==> src/rtl/serial_adder_ctrl_pkg.sv <==
// Shared definitions for the bit-serial adder sequencer.
// Holds the FSM state encoding, the width limits and the width helpers.
// Imported by the sequencer top. The full-adder cell has no parameters and does not need it.
package serial_adder_ctrl_pkg;

  // Sequencer states. The encodings are fixed so that state dumps read the same across builds.
  typedef enum logic [1:0] {
    IDLE = 2'd0,
    RUN  = 2'd1,
    DONE = 2'd2
  } state_e;

  // Supported operand widths. Above 64 the result no longer fits a normal software word.
  localparam int unsigned W_MIN = 1;
  localparam int unsigned W_MAX = 64;

  // Legality check on the operand width. Used at elaboration to reject bad builds.
  function automatic bit w_is_legal(input int unsigned w);
    return (w >= W_MIN) && (w <= W_MAX);
  endfunction

  // Bit-counter width. It is at least 1, so W=1 still gets a real counter bit.
  function automatic int unsigned cnt_width(input int unsigned w);
    return (w > 1) ? $clog2(w) : 1;
  endfunction

endpackage

==> src/rtl/serial_adder_ctrl_fulladder.sv <==
// Single-bit full adder. This is the per-bit datapath cell reused once per cycle by the sequencer.
// Latency: purely combinational.
// Backpressure: none. The outputs follow the inputs.
module serial_adder_ctrl_fulladder (
  input  logic a_i,
  input  logic b_i,
  input  logic c_i,
  output logic s_o,
  output logic co_o
);

  logic p;

  // A propagate term is shared between the sum and the carry.
  assign p    = a_i ^ b_i;
  assign s_o  = p ^ c_i;
  assign co_o = (a_i & b_i) | (c_i & p);

endmodule

==> src/rtl/serial_adder_ctrl.sv <==
// Bit-serial adder: one full-adder cell adds two W-bit operands plus a carry-in, LSB first, over W cycles.
// Latency: start accepted at edge k, done pulses in the cycle after edge k+W; one op per W+2 cycles.
// Backpressure: start is only sampled while ready=1. Starts in RUN/DONE are dropped without effect.
module serial_adder_ctrl
  import serial_adder_ctrl_pkg::*;
#(
  parameter int W = 8
) (
  input  logic         clk,
  input  logic         rst_n,
  input  logic         start,
  input  logic [W-1:0] a_in,
  input  logic [W-1:0] b_in,
  input  logic         cin,
  output logic         ready,
  output logic         busy,
  output logic         done,
  output logic [W-1:0] sum,
  output logic         cout,
  output logic         ovf
);

  localparam int CW = int'(cnt_width(W));
  localparam logic [CW-1:0] CNT_LAST = CW'(W - 1);

  // Refuse to elaborate with an unsupported operand width.
  if (!w_is_legal(W)) begin : g_w_illegal
    $error("serial_adder_ctrl: W=%0d outside supported range 1..64", W);
  end

  state_e        state_q, state_d;

  // Operand shift registers. Bit 0 always holds the bit currently being added.
  logic [W-1:0]  a_sh_q, a_sh_d;
  logic [W-1:0]  b_sh_q, b_sh_d;
  // Partial sum. Each new bit enters at the MSB, so after W steps it is in place.
  logic [W-1:0]  sum_sh_q, sum_sh_d;
  logic          carry_q, carry_d;
  logic [CW-1:0] cnt_q, cnt_d;

  // Visible results. They change only when a completed operation enters DONE.
  logic [W-1:0]  sum_q, sum_d;
  logic          cout_q, cout_d;
  logic          ovf_q, ovf_d;

  logic          fa_s;
  logic          fa_co;
  logic          last_step;

  serial_adder_ctrl_fulladder u_fa (
    .a_i  (a_sh_q[0]),
    .b_i  (b_sh_q[0]),
    .c_i  (carry_q),
    .s_o  (fa_s),
    .co_o (fa_co)
  );

  assign last_step = (cnt_q == CNT_LAST);

  // State register. Reset aborts any operation in flight.
  always_ff @(posedge clk or negedge rst_n) begin
    if (!rst_n) begin
      state_q <= IDLE;
    end else begin
      state_q <= state_d;
    end
  end

  // Next state: IDLE waits for start, RUN counts W bit steps, DONE lasts exactly one cycle.
  always_comb begin
    state_d = state_q;
    case (state_q)
      IDLE:    if (start) state_d = RUN;
      RUN:     if (last_step) state_d = DONE;
      DONE:    state_d = IDLE;
      default: state_d = IDLE;
    endcase
  end

  // Handshake outputs are decoded from the state alone, so reset clears them immediately.
  always_comb begin
    ready = 1'b0;
    busy  = 1'b0;
    done  = 1'b0;
    case (state_q)
      IDLE:    ready = 1'b1;
      RUN:     busy  = 1'b1;
      DONE: begin
        busy = 1'b1;
        done = 1'b1;
      end
      default: ready = 1'b0;
    endcase
  end

  // Datapath next-state: capture on an accepted start, then one bit step per RUN cycle.
  always_comb begin
    a_sh_d   = a_sh_q;
    b_sh_d   = b_sh_q;
    sum_sh_d = sum_sh_q;
    carry_d  = carry_q;
    cnt_d    = cnt_q;
    sum_d    = sum_q;
    cout_d   = cout_q;
    ovf_d    = ovf_q;
    case (state_q)
      IDLE: begin
        if (start) begin
          a_sh_d   = a_in;
          b_sh_d   = b_in;
          carry_d  = cin;
          cnt_d    = '0;
          sum_sh_d = '0;
        end
      end
      RUN: begin
        a_sh_d          = a_sh_q >> 1;
        b_sh_d          = b_sh_q >> 1;
        sum_sh_d        = sum_sh_q >> 1;
        sum_sh_d[W-1]   = fa_s;
        carry_d         = fa_co;
        cnt_d           = cnt_q + CW'(1);
        if (last_step) begin
          // On the MSB step carry_q is the carry into the MSB. Signed overflow is that carry XOR the carry out.
          sum_d  = sum_sh_d;
          cout_d = fa_co;
          ovf_d  = carry_q ^ fa_co;
        end
      end
      default: begin
        a_sh_d = a_sh_q;
      end
    endcase
  end

  // Datapath and result registers. All of them clear on reset.
  always_ff @(posedge clk or negedge rst_n) begin
    if (!rst_n) begin
      a_sh_q   <= '0;
      b_sh_q   <= '0;
      sum_sh_q <= '0;
      carry_q  <= 1'b0;
      cnt_q    <= '0;
      sum_q    <= '0;
      cout_q   <= 1'b0;
      ovf_q    <= 1'b0;
    end else begin
      a_sh_q   <= a_sh_d;
      b_sh_q   <= b_sh_d;
      sum_sh_q <= sum_sh_d;
      carry_q  <= carry_d;
      cnt_q    <= cnt_d;
      sum_q    <= sum_d;
      cout_q   <= cout_d;
      ovf_q    <= ovf_d;
    end
  end

  assign sum  = sum_q;
  assign cout = cout_q;
  assign ovf  = ovf_q;

endmodule

==> config.mk <==
export PLATFORM = sky130hd
export DESIGN_NAME = serial_adder_ctrl
export DESIGN_NICKNAME = d
export VERILOG_FILES = /design/src/rtl/serial_adder_ctrl_pkg.sv /design/src/rtl/serial_adder_ctrl_fulladder.sv /design/src/rtl/serial_adder_ctrl.sv
export SDC_FILE = /design/constraint.sdc
export NUM_CORES = 1
export LEC_CHECK = 0
export CAP_MARGIN = 20
export CORE_ASPECT_RATIO = 0.8
export CORE_UTILIZATION = 31
export DETAILED_ROUTE_END_ITERATION = 10
export PLACE_DENSITY_LB_ADDON = 0.1
export SYNTH_ARGS = -nofsm -noshare
export SYNTH_HDL_FRONTEND = slang
export SYNTH_SLANG_ARGS = --single-unit
==> constraint.sdc <==
create_clock -name clk -period 1.5 [get_ports clk]
set_clock_uncertainty 0.2 [all_clocks]
set_input_delay 0.15 -clock clk [delete_from_list [all_inputs] [get_ports clk]]
set_output_delay 0.15 -clock clk [all_outputs]
set_load 0.01 [all_outputs]
# Word-level counts from Yosys, hierarchy flattened
# Index checks and enable logic that the tools add are counted.
[word_totals] romBits=0 latch_bits=0 ram_bits=0 wordCells=43 in_bits=20 register_bits=40 out_inout_bits=13 mem_count=0
[classes] div_mod_pow=0 n_eq_ne=5 shift=0 mul=0 n_reduce_logical=6 bitwise=6 add_sub_neg=1 order_cmp=0 n_mux=16
[op_table] operator="$pmux W8 S2" n=3
[op_table] operator="$mux W8" n=3
[op_table] operator="$pmux W3 S2" n=1
[op_table] operator="$reduce_and A2 Y1" n=3
[op_table] operator="$mux W1" n=4
[op_table] operator="$mux W2" n=2
[op_table] operator="$ne A2 B2 Y1 const B" n=2
[op_table] operator="$pmux W2 S2" n=1
[op_table] operator="$add A3 B1 Y3 const B" n=1
[op_table] operator="$eq A3 B3 Y1 const B" n=1
[op_table] operator="$mux W3" n=1
[op_table] operator="$xor A1 B1 Y1" n=3
[op_table] operator="$and A1 B1 Y1" n=2
[op_table] operator="$eq A2 B1 Y1 const B" n=1
[op_table] operator="$eq A2 B2 Y1 const B" n=1
[op_table] operator="$logic_not A2 Y1" n=1
[op_table] operator="$pmux W1 S2" n=1
[op_table] operator="$reduce_bool A2 Y1" n=1
[op_table] operator="$reduce_or A2 Y1" n=1
[op_table] operator="$or A1 B1 Y1" n=1

# Depth between registers and ports, before layout
[logic_depth] ltp_word=4 ltp_mapped=8 mapped_depth_nobuf=5

# Cells and area by module
# From an unflattened synthesis, not the netlist that was laid out.
[hier_totals] hier_cells=159 area_unflattened_um2=1869.3
[modules_own_cells] module="serial_adder_ctrl" seq_area_each_um2=975.9 area_per_inst_um2=1849.3 cells_per_inst=158 instances=1
[modules_own_cells] module="serial_adder_ctrl_fulladder" seq_area_each_um2=0.0 area_per_inst_um2=20.0 cells_per_inst=1 instances=1

# Least setup slack after synthesis
# OpenSTA, ideal clock, no wires.
[synth_timing] path_kind="reg-to-reg" startpoint="reg state_q[0]" endpoint="reg cnt_q[1]" stages_incl_launch_ff=8 synth_period_minus_slack_ns=1.740 setup_time_ns=0.121 t_arrival_ns=1.419 required_time_ns=1.179 path_buffers=2 setup_slack_ns=-0.240 path_cell_list="dfrtp_1 > inv_1 > ha_1 > buf_6 > nor2b_4 > nor2_2 > buf_6 > a22o_1"
[synth_via] elab_chain_cells=3 word_cells_on_any_way=6 cone_classes="2 x eq/ne; 1 x mux; 3 x reduce/logical"
[synth_lines] element="start, declared" line_no="serial_adder_ctrl.sv:31" source="state_e state_q, state_d;"
[synth_lines] element="start signal, assigned" line_no="serial_adder_ctrl.sv:65" source="state_q <= state_d;"
[synth_lines] element="$eq A2 B1 Y1 / $logic_not A2 Y1 (equally long branches)" line_no="serial_adder_ctrl.sv:106" source="case (state_q)"
[synth_lines] element="$reduce_bool A2 Y1 (no line) / $ne A2 B2 Y1 (equally long branches)"
[synth_lines] element="$reduce_and A2 Y1 (no line)"
[synth_lines] element="end signal, assigned" line_no="serial_adder_ctrl.sv:152" source="cnt_q <= cnt_d;"
[synth_lines] element="end, declared" line_no="serial_adder_ctrl.sv:39" source="logic [CW-1:0] cnt_q, cnt_d;"
# Parallel ways exist; a longest one is shown, timed or not.
# A chain may end at the register's enable or synchronous reset.

# Worst setup path after layout
[layout_timing] startpoint="reg state_q[0]" endpoint="reg a_sh_q[0]"
[layout_via] elab_chain_cells=3 word_cells_on_any_way=6 cone_classes="2 x eq/ne; 1 x mux; 3 x reduce/logical"
[layout_lines] element="$eq A2 B1 Y1 / $logic_not A2 Y1 (equally long branches)" line_no="serial_adder_ctrl.sv:106"
[layout_lines] element="$reduce_bool A2 Y1 (no line) / $ne A2 B2 Y1 (equally long branches)"
[layout_lines] element="$reduce_and A2 Y1 (no line)"
[layout_lines] element="end signal, assigned" line_no="serial_adder_ctrl.sv:148" source="a_sh_q <= a_sh_d;"
[layout_lines] element="end, declared" line_no="serial_adder_ctrl.sv:34" source="logic [W-1:0] a_sh_q, a_sh_d;"
# Parallel ways exist; a longest one is shown, timed or not.

==> impl_results.md <==
- Status: finished, violations left
- Failing checks: setup timing
- Htree depth: 2
- Num CTS Buffers: 5
- Placer Congestion: 0.767
- Mux contribution to synthesized area: 6.00%
- Final min period: 1.68 ns
- Hpwl dp: 3080 um
- Final ANT Viol Nets: 0
- Layout cell share with drive strength beyond 1: 41.9%
- Vias/cell: 5.16
- Startpoint types: flop
- Peak VDD IR: 0.590 mV
- Clock Latency Late Sink: 0.28 ns
- Post-synth top area share: 52.0%
- Largest net degree at the start of global routing: 24
- DR vias: 1512
- Routed WL per cell: 16.0 um
- Yosys cell types: 33
- GRT busiest layer: met2
- RSZ-0062 raised after global routing: true
- Final hold slack: 0.129 ns
- Largest family of logic cells by synthesized area: compound AO/OA/AOI/OAI gates
- Leading cell type in the layout, fill and taps excluded: dfrtp_1
- Max incr delay on CP: 0.40 ns
- Site row count: 24
- Iteration-0 DRC Markers: 42
- Worst Max-Slew Pin Slew: 0.421 ns
- Slew Limit Fails: 0
- Max Cap Viol: 0
- CP Max Fanout: 4
- Cell family with the largest share of critical-path delay: simple AND/OR/NAND/NOR gates
- Total global-route track usage: 16.5%
- Final hold vios: 0
- Avg Inst Size Synth: 11.8 um2
- Clock Sinks: 39
- Non-filler cells in the finished layout: 293
- Compound-Gate Fraction of Synth Area: 19.4%
- Initial antenna violation count: 0
- Die height: 71.6 um
- WP data arrival: 1.65 ns
- Simple-gate area share of the yosys netlist: 10.1%
- Vias in the first global route: 1632
- Clock transition at the registers of the reported paths: 0.07 ns
- Critical Path, Cell by Cell: inv_2 -> ha_4 -> nor2b_4 -> buf_6 -> or3_4 -> o221a_4
- Tcrit/Tclk final: 112%
- XOR/XNOR share of the synthesized area: 0.466%
- Net Count, Synth: 185
- Yosys top cell by area: dfrtp_1
- Clock tree buffer depth: 2
- Fmax: 0.597 GHz
- CP required: 1.48 ns
- Synth Instances: 159
- Slew HR: 72.0%
- Synthesis-to-layout area growth: 52.6%
- Die ar.: 6380 um2
- Yosys warning count: 0
- Nets: 241
- Syn Std Cell Area: 1880 um2
- Endpoints failing setup: 39
- Cell Count Post-Placement: 277
- CP bufs+invs: 2
- Most frequent cells in the layout: dfrtp_1, clkdlybuf4s50_1, buf_4
- Sequential fraction of the synthesis area: 52.0%
- Port bufs: 32
- Hold crit path type: primary input to async pin
- Routed WL: 4680 um
- Drt first pass iters: 4
- GRT met3 Usage: 3.69%
- First-pass GRT wire length: 7920 um
- Leakage: 1.27 nW
- Power after layout: 0.00550 W
- Power Density: 1920 nW/um2
- CTS Root Cell: clkbuf_8
- Slowest stage cell, crit path: dfrtp_1
- Core area: 5650 um2
- CP Capture Type: flop
- Met1 Use GR: 22.6%
- Top cells by area, synth: dfrtp_1, mux2_2, a22o_1
- M2 GR Usage: 26.3%
- Reg2Reg Setup Slack: -0.18 ns
- Final WS setup: -0.175 ns
- Initial Utilization: 33.3%
- Seq cells post-synth: 39
- Diodes inserted: 0
- Crit Path Class: flop to flop
- GRT overflow: 0
- Die Wd: 89.0 um
- Post-Synth Adder-Cell Area: 4.40%
- CTS tree: built
- Worst slack, placed: -0.291 ns
- IO Pins: 33
- Post-route DRC: 0
## cells in the mapped netlist
master	n
a211oi_1	4
a211oi_2	1
a21oi_1	4
a221oi_1	4
a221oi_2	1
a22o_1	11
buf_2	4
buf_4	2
buf_6	7
dfrtp_1	39
fa_1	1
ha_1	5
inv_1	7
inv_2	1
mux2_2	10
nand2_1	2
nand2_2	1
nand2b_1	1
nand2b_4	1
nand3_1	6
nand3b_1	1
nand4_1	2
nor2_1	10
nor2_2	1
nor2b_4	1
nor3_1	6
o21ai_0	6
o21ai_2	1
o221a_2	3
o22a_1	3
o22ai_1	9
or3_1	3
xnor2_1	1
## registers in the layout, indices dropped and copies added, names as in the netlist
register	flops
ovf	1
cout	1
cnt_q	3
b_sh_q	8
sum_sh_q	7
a_sh_q	8
carry_q	1
state_q	2
sum	8
## layout make-up
type	count	area, um2
Timing Repair Buffer	61	653
Tap cell	78	97.6
Clock inverter	1	5.00
Sequential cell	39	976
Inverter	8	32.5
Fill cell	527	2780
Clock buffer	6	82.6
Multi-Input combinational cell	100	1020
## what timing repair did
item | CTS | global route
hold buffers | 1 | 0
buffers inserted | 5 | 3
gates cloned | 1 | 1
pin swaps | 7 | 0
hold endpoints to repair | 39 | 0
endpoints found under the setup margin | 52 | 42
gates resized for setup | 51 | 21
## worst register-to-register path: cells and delay by family, from the launching register on
family,cells,cell delay (ns)
buffers and inverters,2,0.21
AND/OR/NAND/NOR,2,0.48
flip-flops,1,0.40
AO/OA/AOI/OAI,1,0.12
adder cells (fa/ha/maj),1,0.17
## cells by family (layout without fill, tap and decap cells)
| family | after synthesis | count (layout) |
|---|---|---|
| compound gates | 47 | 47 |
| xor+xnor | 1 | 1 |
| fa+ha+maj | 6 | 6 |
| buf+inv | 21 | 76 |
| flops | 39 | 39 |
| mux | 10 | 10 |
| simple gates | 35 | 36 |
## metrics by stage
stage	utilization [%]	setup TNS (ns)	cell area (um2)
3_3_place_gp	43.8	-6.55	2470
5_1_grt	50.8	-6.13	2870
6_report	50.8	-3.76	2870
2_1_floorplan	-	-4.43	1960
4_1_cts	48.1	-3.15	2720
3_5_place_dp	43.8	-7.56	2470
## power breakdown
part,switching [W],total (W),leakage [nW],internal (W)
registers,0.000313,0.00176,0.489,0.00145
logic,0.00140,0.00303,0.729,0.00163
clock network,0.000348,0.000709,0.0470,0.000361
total,0.00207,0.00550,1.27,0.00344
## routing by layer
layer | wire length (um) | vias to the layer above
met1 | 2250 | 756
met4 | 56 | 0
met3 | 179 | 8
met5 | 0 | -
li1 | - | 708
met2 | 2200 | 40
## worst paths after layout
path | from | end | depth (start not counted)
hold / removal | rst_n | state_q[1] | 2
setup / recovery | state_q[0] | a_sh_q[0] | 6
hold reg to reg | a_sh_q[2] | a_sh_q[2] | 2
max in group asynchronous | rst_n | sum[0] | 3
min in group clk | a_in[2] | a_sh_q[2] | 3
setup reg to reg | state_q[0] | a_sh_q[0] | 6
No activity file was read; power rests on OpenSTA's default activity.
